### src/rtl/led_pulse_stretcher_pkg.sv
// -----------------------------------------------------------------------------
// led_pulse_stretcher_pkg
//
// Purpose : Shared constants for the LED pulse stretcher and its neighbours:
//           FSM state encodings, the board clock rate and a milliseconds to
//           clock cycles helper used to derive the default flash timing.
// Ports   : none (package)
// -----------------------------------------------------------------------------
package led_pulse_stretcher_pkg;

  // FSM state encodings. These are plain constants rather than an enum so that
  // older tools and neighbouring modules can share the same encoding directly.
  localparam logic [1:0] ST_IDLE = 2'd0;
  localparam logic [1:0] ST_ON   = 2'd1;
  localparam logic [1:0] ST_GAP  = 2'd2;

  // Board clock.
  localparam int unsigned C_CLK_HZ = 25_000_000;

  // Milliseconds to clock cycles at the board clock rate.
  function automatic int unsigned ms_to_cycles(input int unsigned ms);
    return (C_CLK_HZ / 1000) * ms;
  endfunction

  // Default flash length and off gap: 10 ms each.
  localparam int unsigned C_10MS_CYCLES = ms_to_cycles(10);

  // Larger of two unsigned values, used for sizing the shared ON/GAP timer.
  function automatic int unsigned max_u(input int unsigned a, input int unsigned b);
    return (a > b) ? a : b;
  endfunction

endpackage : led_pulse_stretcher_pkg

### src/rtl/rise_detect.sv
// -----------------------------------------------------------------------------
// rise_detect
//
// Purpose : Single-cycle rising-edge detector. o_Rise is high during the cycle
//           in which i_Sig is 1 and was 0 on the previous clock. A level held
//           high yields exactly one pulse. Reusable by any button or event
//           consumer that needs a one-shot per 0->1 transition.
// Ports   :
//   i_Clk    in  1  clock
//   i_Reset  in  1  synchronous, active-high reset (clears the history flop)
//   i_Sig    in  1  level to watch
//   o_Rise   out 1  combinational rising-edge strobe
// -----------------------------------------------------------------------------
module rise_detect (
  input  logic i_Clk,
  input  logic i_Reset,
  input  logic i_Sig,
  output logic o_Rise
);

  logic sig_prev_q;
  logic sig_prev_d;

  always_comb begin
    sig_prev_d = i_Sig;
  end

  // NOTE: flops are written with non-blocking (<=) so every register samples
  // the pre-edge value of its inputs, independent of block ordering.
  always_ff @(posedge i_Clk) begin
    if (i_Reset) begin
      sig_prev_q <= 1'b0;
    end else begin
      sig_prev_q <= sig_prev_d;
    end
  end

  // Clearing the history on reset means an input already high when reset
  // releases counts as a fresh edge.
  assign o_Rise = i_Sig & ~sig_prev_q;

endmodule : rise_detect

### src/rtl/led_pulse_stretcher.sv
// -----------------------------------------------------------------------------
// led_pulse_stretcher
//
// Purpose : Turns single-cycle internal events into human-visible LED flashes.
//           Each flash drives the LED high for c_ON_CYCLES clocks and is
//           followed by a forced low gap of c_OFF_CYCLES clocks. Events that
//           arrive while a flash or gap is in progress are counted (up to
//           c_PENDING_MAX) and replayed as separate flashes; events beyond
//           that are dropped and flagged on o_Drop.
//
// Parameters:
//   c_ON_CYCLES    LED high time per flash, in clocks (>= 1)
//   c_OFF_CYCLES   forced LED low gap after each flash, in clocks (>= 1)
//   c_PENDING_MAX  maximum number of queued flashes (>= 1)
//
// Ports   :
//   i_Clk      in  1  system clock (25 MHz board clock)
//   i_Reset    in  1  synchronous, active-high reset
//   i_Pulse    in  1  event input; every 0->1 transition is one event
//   o_LED      out 1  stretched LED drive, registered
//   o_Busy     out 1  high while in the ON or GAP state
//   o_Pending  out W  queued flash count, W = $clog2(c_PENDING_MAX+1)
//   o_Drop     out 1  one-cycle pulse when an event is discarded (queue full)
//
// Build option:
//   LED_PULSE_STRETCH_RETRIGGER_EN
//     defined   : an event during ON restarts the ON timer (the flash is
//                 extended rather than queued); events during GAP still queue.
//     undefined : every event during ON or GAP queues (default build).
// -----------------------------------------------------------------------------
module led_pulse_stretcher
  import led_pulse_stretcher_pkg::*;
#(
  parameter int unsigned c_ON_CYCLES   = C_10MS_CYCLES,
  parameter int unsigned c_OFF_CYCLES  = C_10MS_CYCLES,
  parameter int unsigned c_PENDING_MAX = 7
) (
  input  logic                                 i_Clk,
  input  logic                                 i_Reset,
  input  logic                                 i_Pulse,
  output logic                                 o_LED,
  output logic                                 o_Busy,
  output logic [$clog2(c_PENDING_MAX+1)-1:0]   o_Pending,
  output logic                                 o_Drop
);

  // One timer is shared by ON and GAP, so it must hold the larger count.
  localparam int unsigned TIMER_W = $clog2(max_u(c_ON_CYCLES, c_OFF_CYCLES) + 1);
  localparam int unsigned PEND_W  = $clog2(c_PENDING_MAX + 1);

  localparam logic [TIMER_W-1:0] ON_LAST   = TIMER_W'(c_ON_CYCLES - 1);
  localparam logic [TIMER_W-1:0] OFF_LAST  = TIMER_W'(c_OFF_CYCLES - 1);
  localparam logic [TIMER_W-1:0] TIMER_ONE = TIMER_W'(1);
  localparam logic [PEND_W-1:0]  PEND_MAX  = PEND_W'(c_PENDING_MAX);
  localparam logic [PEND_W-1:0]  PEND_ONE  = PEND_W'(1);

  // ---------------------------------------------------------------------------
  // Event detection
  // ---------------------------------------------------------------------------
  logic ev;

  rise_detect u_rise_detect (
    .i_Clk   (i_Clk),
    .i_Reset (i_Reset),
    .i_Sig   (i_Pulse),
    .o_Rise  (ev)
  );

  // ---------------------------------------------------------------------------
  // State
  // ---------------------------------------------------------------------------
  logic [1:0]         state_q,   state_d;
  logic [TIMER_W-1:0] timer_q,   timer_d;
  logic [PEND_W-1:0]  pending_q, pending_d;
  logic               led_q,     led_d;
  logic               busy_q,    busy_d;
  logic               drop_q,    drop_d;

  logic on_last;
  logic gap_last;
  logic pend_full;
  logic pend_empty;

  assign on_last    = (timer_q == ON_LAST);
  assign gap_last   = (timer_q == OFF_LAST);
  assign pend_full  = (pending_q == PEND_MAX);
  assign pend_empty = (pending_q == '0);

  // ---------------------------------------------------------------------------
  // Next-state logic
  // ---------------------------------------------------------------------------
  always_comb begin
    // NOTE: every variable assigned below gets a default first, so no path
    // leaves one unassigned and no latch is inferred.
    state_d   = state_q;
    timer_d   = timer_q;
    pending_d = pending_q;
    drop_d    = 1'b0;

    unique case (state_q)
      ST_IDLE: begin
        if (ev) begin
          state_d = ST_ON;
          timer_d = '0;
        end
      end

      ST_ON: begin
`ifdef LED_PULSE_STRETCH_RETRIGGER_EN
        // A new event stretches the current flash instead of queueing one.
        if (ev) begin
          timer_d = '0;
        end else if (on_last) begin
          state_d = ST_GAP;
          timer_d = '0;
        end else begin
          timer_d = timer_q + TIMER_ONE;
        end
`else
        if (ev) begin
          if (pend_full) begin
            drop_d = 1'b1;
          end else begin
            pending_d = pending_q + PEND_ONE;
          end
        end
        if (on_last) begin
          state_d = ST_GAP;
          timer_d = '0;
        end else begin
          timer_d = timer_q + TIMER_ONE;
        end
`endif
      end

      ST_GAP: begin
        if (gap_last) begin
          timer_d = '0;
          if (!pend_empty) begin
            // Replay one queued flash. An event landing on this same cycle
            // takes the freed slot, so the count is left unchanged.
            state_d = ST_ON;
            if (!ev) begin
              pending_d = pending_q - PEND_ONE;
            end
          end else if (ev) begin
            // Nothing queued: the coincident event starts the next flash
            // directly and never touches the queue.
            state_d = ST_ON;
          end else begin
            state_d = ST_IDLE;
          end
        end else begin
          timer_d = timer_q + TIMER_ONE;
          if (ev) begin
            if (pend_full) begin
              drop_d = 1'b1;
            end else begin
              pending_d = pending_q + PEND_ONE;
            end
          end
        end
      end

      default: begin
        // Unreachable encoding: recover to a clean idle.
        state_d   = ST_IDLE;
        timer_d   = '0;
        pending_d = '0;
      end
    endcase

    // Outputs are registered from the next state so the LED rises on the same
    // edge that samples the rising event.
    led_d  = (state_d == ST_ON);
    busy_d = (state_d != ST_IDLE);
  end

  // ---------------------------------------------------------------------------
  // Registers
  // ---------------------------------------------------------------------------
  always_ff @(posedge i_Clk) begin
    if (i_Reset) begin
      state_q   <= ST_IDLE;
      timer_q   <= '0;
      pending_q <= '0;
      led_q     <= 1'b0;
      busy_q    <= 1'b0;
      drop_q    <= 1'b0;
    end else begin
      state_q   <= state_d;
      timer_q   <= timer_d;
      pending_q <= pending_d;
      led_q     <= led_d;
      busy_q    <= busy_d;
      drop_q    <= drop_d;
    end
  end

  assign o_LED     = led_q;
  assign o_Busy    = busy_q;
  assign o_Pending = pending_q;
  assign o_Drop    = drop_q;

endmodule : led_pulse_stretcher

### config.mk
export PLATFORM = sky130hd
export DESIGN_NAME = led_pulse_stretcher
export DESIGN_NICKNAME = d
export VERILOG_FILES = /design/src/rtl/led_pulse_stretcher_pkg.sv /design/src/rtl/rise_detect.sv /design/src/rtl/led_pulse_stretcher.sv
export SDC_FILE = /design/constraint.sdc
export NUM_CORES = 1
export LEC_CHECK = 0
export BUFFER_PORTS_ARGS = -buffer_cell sky130_fd_sc_hd__buf_2
export CORE_MARGIN = 10
export CORE_UTILIZATION = 35
export CTS_BUF_LIST = sky130_fd_sc_hd__clkbuf_8
export DETAILED_ROUTE_END_ITERATION = 8
export SLEW_MARGIN = 20
export SYNTH_ARGS = -nofsm -noshare
export SYNTH_HDL_FRONTEND = slang
export SYNTH_SLANG_ARGS = --single-unit
### constraint.sdc
create_clock -name i_Clk -period 2.5 [get_ports i_Clk]
set_input_delay 0.5 -clock i_Clk [delete_from_list [all_inputs] [get_ports i_Clk]]
set_output_delay 0.5 -clock i_Clk [all_outputs]
set_load 0.01 [all_outputs]
======== After elaboration in Yosys (flattened, before gate mapping) ========
Index checks and enable logic that the tools add are counted.
word-level totals
  output and inout port bits .............. 6
  memory bits (writable) .................. 0
  bits in registers ....................... 27
  input bits .............................. 3
  latch bits .............................. 0
  word-level logic and storage cells ...... 45
  bits in read-only memories .............. 0
  memories kept ........................... 0
operators by class
  divide/modulo/power cells ............... 0
  order comparisons ....................... 0
  add/sub/neg operators ................... 3
  multipliers ............................. 0
  bitwise logic cells ..................... 3
  multiplexer cells ....................... 19
  shift operators ......................... 0
  reduce and logical (&&, ||, !) cells .... 5
  equality and inequality tests ........... 8
operators with widths
  kind                                                                 number
  18-bit 2-to-1 mux                                                    2
  18-bit one-hot mux with 2 select lines                               1
  18-bit by 1-bit adder with 18-bit output (second input constant)     1
  18-bit == test (second input constant)                               1
  3-bit 2-to-1 mux                                                     5
  3-bit one-hot mux with 3 select lines                                1
  2-bit 2-to-1 mux                                                     3
  3-bit != test (second input constant)                                2
  2-bit one-hot mux with 3 select lines                                1
  1-bit 2-to-1 mux                                                     5
  2-bit by 1-bit == test with 1-bit output (second input constant)     2
  3-bit by 1-bit adder with 3-bit output (second input constant)       1
  3-bit == test (second input constant)                                1
  3-bit zero test                                                      1
  3-bit AND reduction                                                  1
  3-bit by 1-bit subtractor with 3-bit output (second input constant)  1
  2-bit == test (second input constant)                                1
  2-bit zero test                                                      1
  2-bit != test (second input constant)                                1
  1-bit inverter                                                       2
  1-bit one-hot mux with 2 select lines                                1
  2-bit nonzero test                                                   1
  2-bit OR reduction                                                   1
  1-bit bitwise AND                                                    1

======== Longest topological paths before layout ========
  depth in word-level cells ............... 7
  depth in mapped cells ................... 7

======== Hierarchy ========
A second synthesis with hierarchy kept.
unflattened totals
  cells, all modules ...................... 192
  area, all modules ....................... 1682.9 um^2
by module, submodules not included
  module               cells an instance  instances  sequential area each (um^2)  area an instance (um^2)
  led_pulse_stretcher  189                1          520.5                        1635.3
  rise_detect          3                  1          20.0                         47.5

======== Worst setup path before layout ========
OpenSTA, ideal clock, no wires.
  path kind ............................... reg-to-reg
  from .................................... register timer_q[0]
  to ...................................... register pending_q[0], in the netlist o_Pending[0]
  stages on the path, launching flop included .. 8
  slack ................................... 733 ps
  data arrival time ....................... 1663 ps
  data required time ...................... 2397 ps
  buffers on the path ..................... 1
  clock period less this slack ............ 1767 ps
  cells stage by stage .................... dfxtp_1 > ha_1 > nand3_2 > nor4b_4 > buf_6 > a41o_4 > a21oi_2 > a2111oi_2
on the way
  word-level cells in the longest chain between the ends .. 3
  elaborated cells between the ends (all ways) .. 6
  classes of those cells .................. 3 x eq/ne; 2 x mux; 1 x reduce/logical
ends and longest elaborated chain
  element                                                                                               line                        source
  start: declaration                                                                                    led_pulse_stretcher.sv:73   logic [TIMER_W-1:0] timer_q, timer_d;
  start signal: assignment                                                                              led_pulse_stretcher.sv:192  timer_q <= timer_d;
  18-bit == test *                                                                                      led_pulse_stretcher.sv:85   assign gap_last = (timer_q == OFF_LAST);
  3-bit != test (no source line) / 3-bit 2-to-1 mux (equally long branches)                             --
  3-bit AND reduction (no source line) / 3-bit one-hot mux with 3 select lines (equally long branches)  --
  end signal: assignment                                                                                led_pulse_stretcher.sv:193  pending_q <= pending_d;
  end: declaration                                                                                      led_pulse_stretcher.sv:74   logic [PEND_W-1:0] pending_q, pending_d;
Mark *: on every way between the ends. The rest lies on a longest branch, timed or not.
A chain may end at the register's enable or synchronous reset.

======== Final worst setup path ========
  from .................................... register timer_q[0]
  to ...................................... register led_q, in the netlist o_LED
on the way
  word-level cells in the longest chain between the ends .. 4
  elaborated cells between the ends (all ways) .. 5
  classes of those cells .................. 2 x eq/ne; 3 x mux
ends and longest elaborated chain
  element                                     line                                                    source
  18-bit == test *                            led_pulse_stretcher.sv:84, led_pulse_stretcher.sv:85
  2-bit 2-to-1 mux, on equally long branches  led_pulse_stretcher.sv:137, led_pulse_stretcher.sv:127
  2-bit one-hot mux with 3 select lines *     led_pulse_stretcher.sv:100                              unique case (state_q)
  2-bit by 1-bit == test with 1-bit output *  led_pulse_stretcher.sv:175                              led_d = (state_d == ST_ON);
  end signal: assignment                      led_pulse_stretcher.sv:194                              led_q <= led_d;
  end: declaration                            led_pulse_stretcher.sv:75                               logic led_q, led_d;
Marked as above.

==> impl_metrics.json <==
{
  "ant_nets": 0,
  "r2r_end": "o_LED",
  "cts_buffer_depth": 2,
  "maxCapViolCount": 0,
  "finalClockSkew_ns": 0.00563,
  "yosysWarnings": 0,
  "drtPass1Iterations": 4,
  "viasPerCell": 5.31,
  "ys_ff_latch": 27,
  "final_cell_mix": "27 x dfxtp_1, 24 x nor2_1, 23 x nand2_1, 9 x a21oi_1, 9 x o21ai_0",
  "relSlewSlack_pct": 59.9,
  "fp-row-count": 24,
  "cts_hold_buf": 0,
  "hold_start": "i_Pulse",
  "grt-busiest-layer": "met2",
  "rsz0062_at_grt": "no",
  "final_nets": 211,
  "p_leak_nw": 0.617,
  "async_flop_share_pct": 0,
  "tns_ns": 0,
  "setup_violations": 0,
  "io-pin-count": 9,
  "rrSetupSlack_ns": 0.53,
  "drc": 0,
  "met2_usage_pct": 14.9,
  "grt_max_degree": 17,
  "stdcell_area_um2": 1730,
  "fin_crit_sh_pct": 78.8,
  "drt-total-wl_um": 3380,
  "required_ns": 2.70,
  "place_congestion": 0.844,
  "place_hpwl_um": 2500,
  "endpoint_kind": "flip-flop",
  "synth_edf_count": 0,
  "cts_tree": "done",
  "die_w_um": 87.2,
  "hp-class": "primary input to flip-flop",
  "whs_endpoint": "u_rise_detect.sig_prev_q",
  "synthCells": 190,
  "worst_pin_slew_ns": 0.596,
  "clock_latency_ns": 0.28,
  "ys.flop_type": "dfxtp_1",
  "dieArea_um2": 7610,
  "power_density_nw_per_um2": 471,
  "numPortBuffers": 8,
  "h-tree-depth": 1,
  "diodes": 0,
  "irDropWorstVdd_v": 0.000315,
  "track_usage_pct": 9.24,
  "worstRegToRegCells": 7,
  "cts-resized-gates": 0,
  "critical_path_arrival_ns": 2.17,
  "avgSynthCellArea_um2": 8.32,
  "cts_setup_buffers": 0,
  "timing.rr.start": "timer_q[0]",
  "die_h_um": 87.2,
  "vias": 1334,
  "drtIter0Drc": 54,
  "hold_viol": 0,
  "fmaxAchievable_mhz": 507,
  "core_area_um2": 4350,
  "hold_path_depth": 2,
  "grt_use_met3_pct": 2.90,
  "routedWlPerCell_um": 13.5,
  "layout_commonest_cell": "dfxtp_1",
  "cts_buffers": 3,
  "status": "complete, no violations",
  "clk_pin_slew_worst_paths_ns": 0.10,
  "synth_fp_nets": 201,
  "period_needed_ns": 1.97,
  "syn_area_um2": 1580,
  "crit_type": "flip-flop to flip-flop",
  "start_kind": "flip-flop",
  "finalMaxSlewViolations": 0,
  "place_area_um2": 1680,
  "ctsRootBufferMaster": "clkbuf_8",
  "grt_pass1_vias": 1270,
  "synth.distinct_cells": 46,
  "cts_sinks": 27,
  "antenna_found_initial": 0,
  "grt_overflow": 0,
  "seq_area_frac_synth_pct": 34.2,
  "drive_above_1_share_pct": 13.6,
  "area_delta_synth_final_pct": 9.10,
  "grtUsageMet1_pct": 11.4,
  "power.total_w": 0.000813,
  "initial_core_util_pct": 36.3,
  "cp_max_fo": 10,
  "grt_pass1_wl_um": 5810
}
kinds of logic after synthesis:
kind of cell,synth area share [%]
xor+xnor,7.20
compound gates,15.1
simple gates,31.0
mux,1.98
buf+inv,4.19
flops,34.2
fa+ha+maj,6.33
how the worst max path moves through the flow:
| stage | from | endpoint | slack, ns |
|---|---|---|---|
| floorplan | timer_q[0] | o_Pending[0] | 0.73 |
| global placement | i_Pulse | timer_q[9] | 0.44 |
| detailed placement | i_Pulse | timer_q[7] | 0.47 |
| CTS | state_q[1] | timer_q[7] | 0.50 |
| global route | state_q[1] | timer_q[7] | 0.34 |
| finish | timer_q[0] | o_LED | 0.53 |
through the flow:
step / setup slack (ns) / hold WS [ns] / std cells / utilization, %
after floorplan: 0.733 / 0.449 / 190 / -
after global placement: 0.444 / 0.462 / 247 / 38.5
after detailed placement: 0.466 / 0.468 / 247 / 38.5
after CTS: 0.496 / 0.451 / 251 / 39.6
after global routing: 0.339 / 0.471 / 251 / 39.6
final: 0.529 / 0.450 / 251 / 39.6
cells in the mapped netlist (6+ instances only):
library cell / number / share of area, %
a21oi_1: 9 / 2.8
dfxtp_1: 27 / 34
ha_1: 8 / 6.3
inv_1: 7 / 1.7
nand2_1: 23 / 5.5
nand3_1: 8 / 2.5
nor2_1: 24 / 5.7
nor2b_1: 6 / 2.4
nor3_1: 6 / 1.9
o21ai_0: 9 / 2.8
xnor2_1: 6 / 3.3
xor2_1: 7 / 3.9
critical path, cell delays in order (launching register included):
cell and delay [ns]:
dfxtp_1 0.38, ha_1 0.22, nand3_2 0.12, nor4b_4 0.28, buf_4 0.22, o221ai_1 0.14, a311oi_2 0.30, nor4b_2 0.24
flip-flops by register name, summed over array words and instances, names as in the netlist:
register and flops:
o_Busy 1, o_Drop 1, o_LED 1, o_Pending 3
state_q 2, timer_q 18, u_rise_detect.sig_prev_q 1
power by group:
group / internal, W / switching (W) / leakage (nW)
Sequential: 0.000440 / 0.00000654 / 0.219
Clock: 0.000113 / 0.000147 / 0.0217
Combinational: 0.0000399 / 0.0000666 / 0.377
routing by layer:
layer / wire length [um] / vias up
met5: 0 / -
met2: 1540 / 24
met3: 159 / 9
met4: 63 / 0
met1: 1610 / 613
li1: - / 688
layout make-up:
type	count	area, um2
timing repair buffer	12	70.1
inverter	7	26.3
clock buffer	3	41.3
sequential	27	541
tap	52	65.1
multi-input combinational	149	975
clock inverter	1	7.51
fill	448	2630
Power figures use the tool's default switching activity.
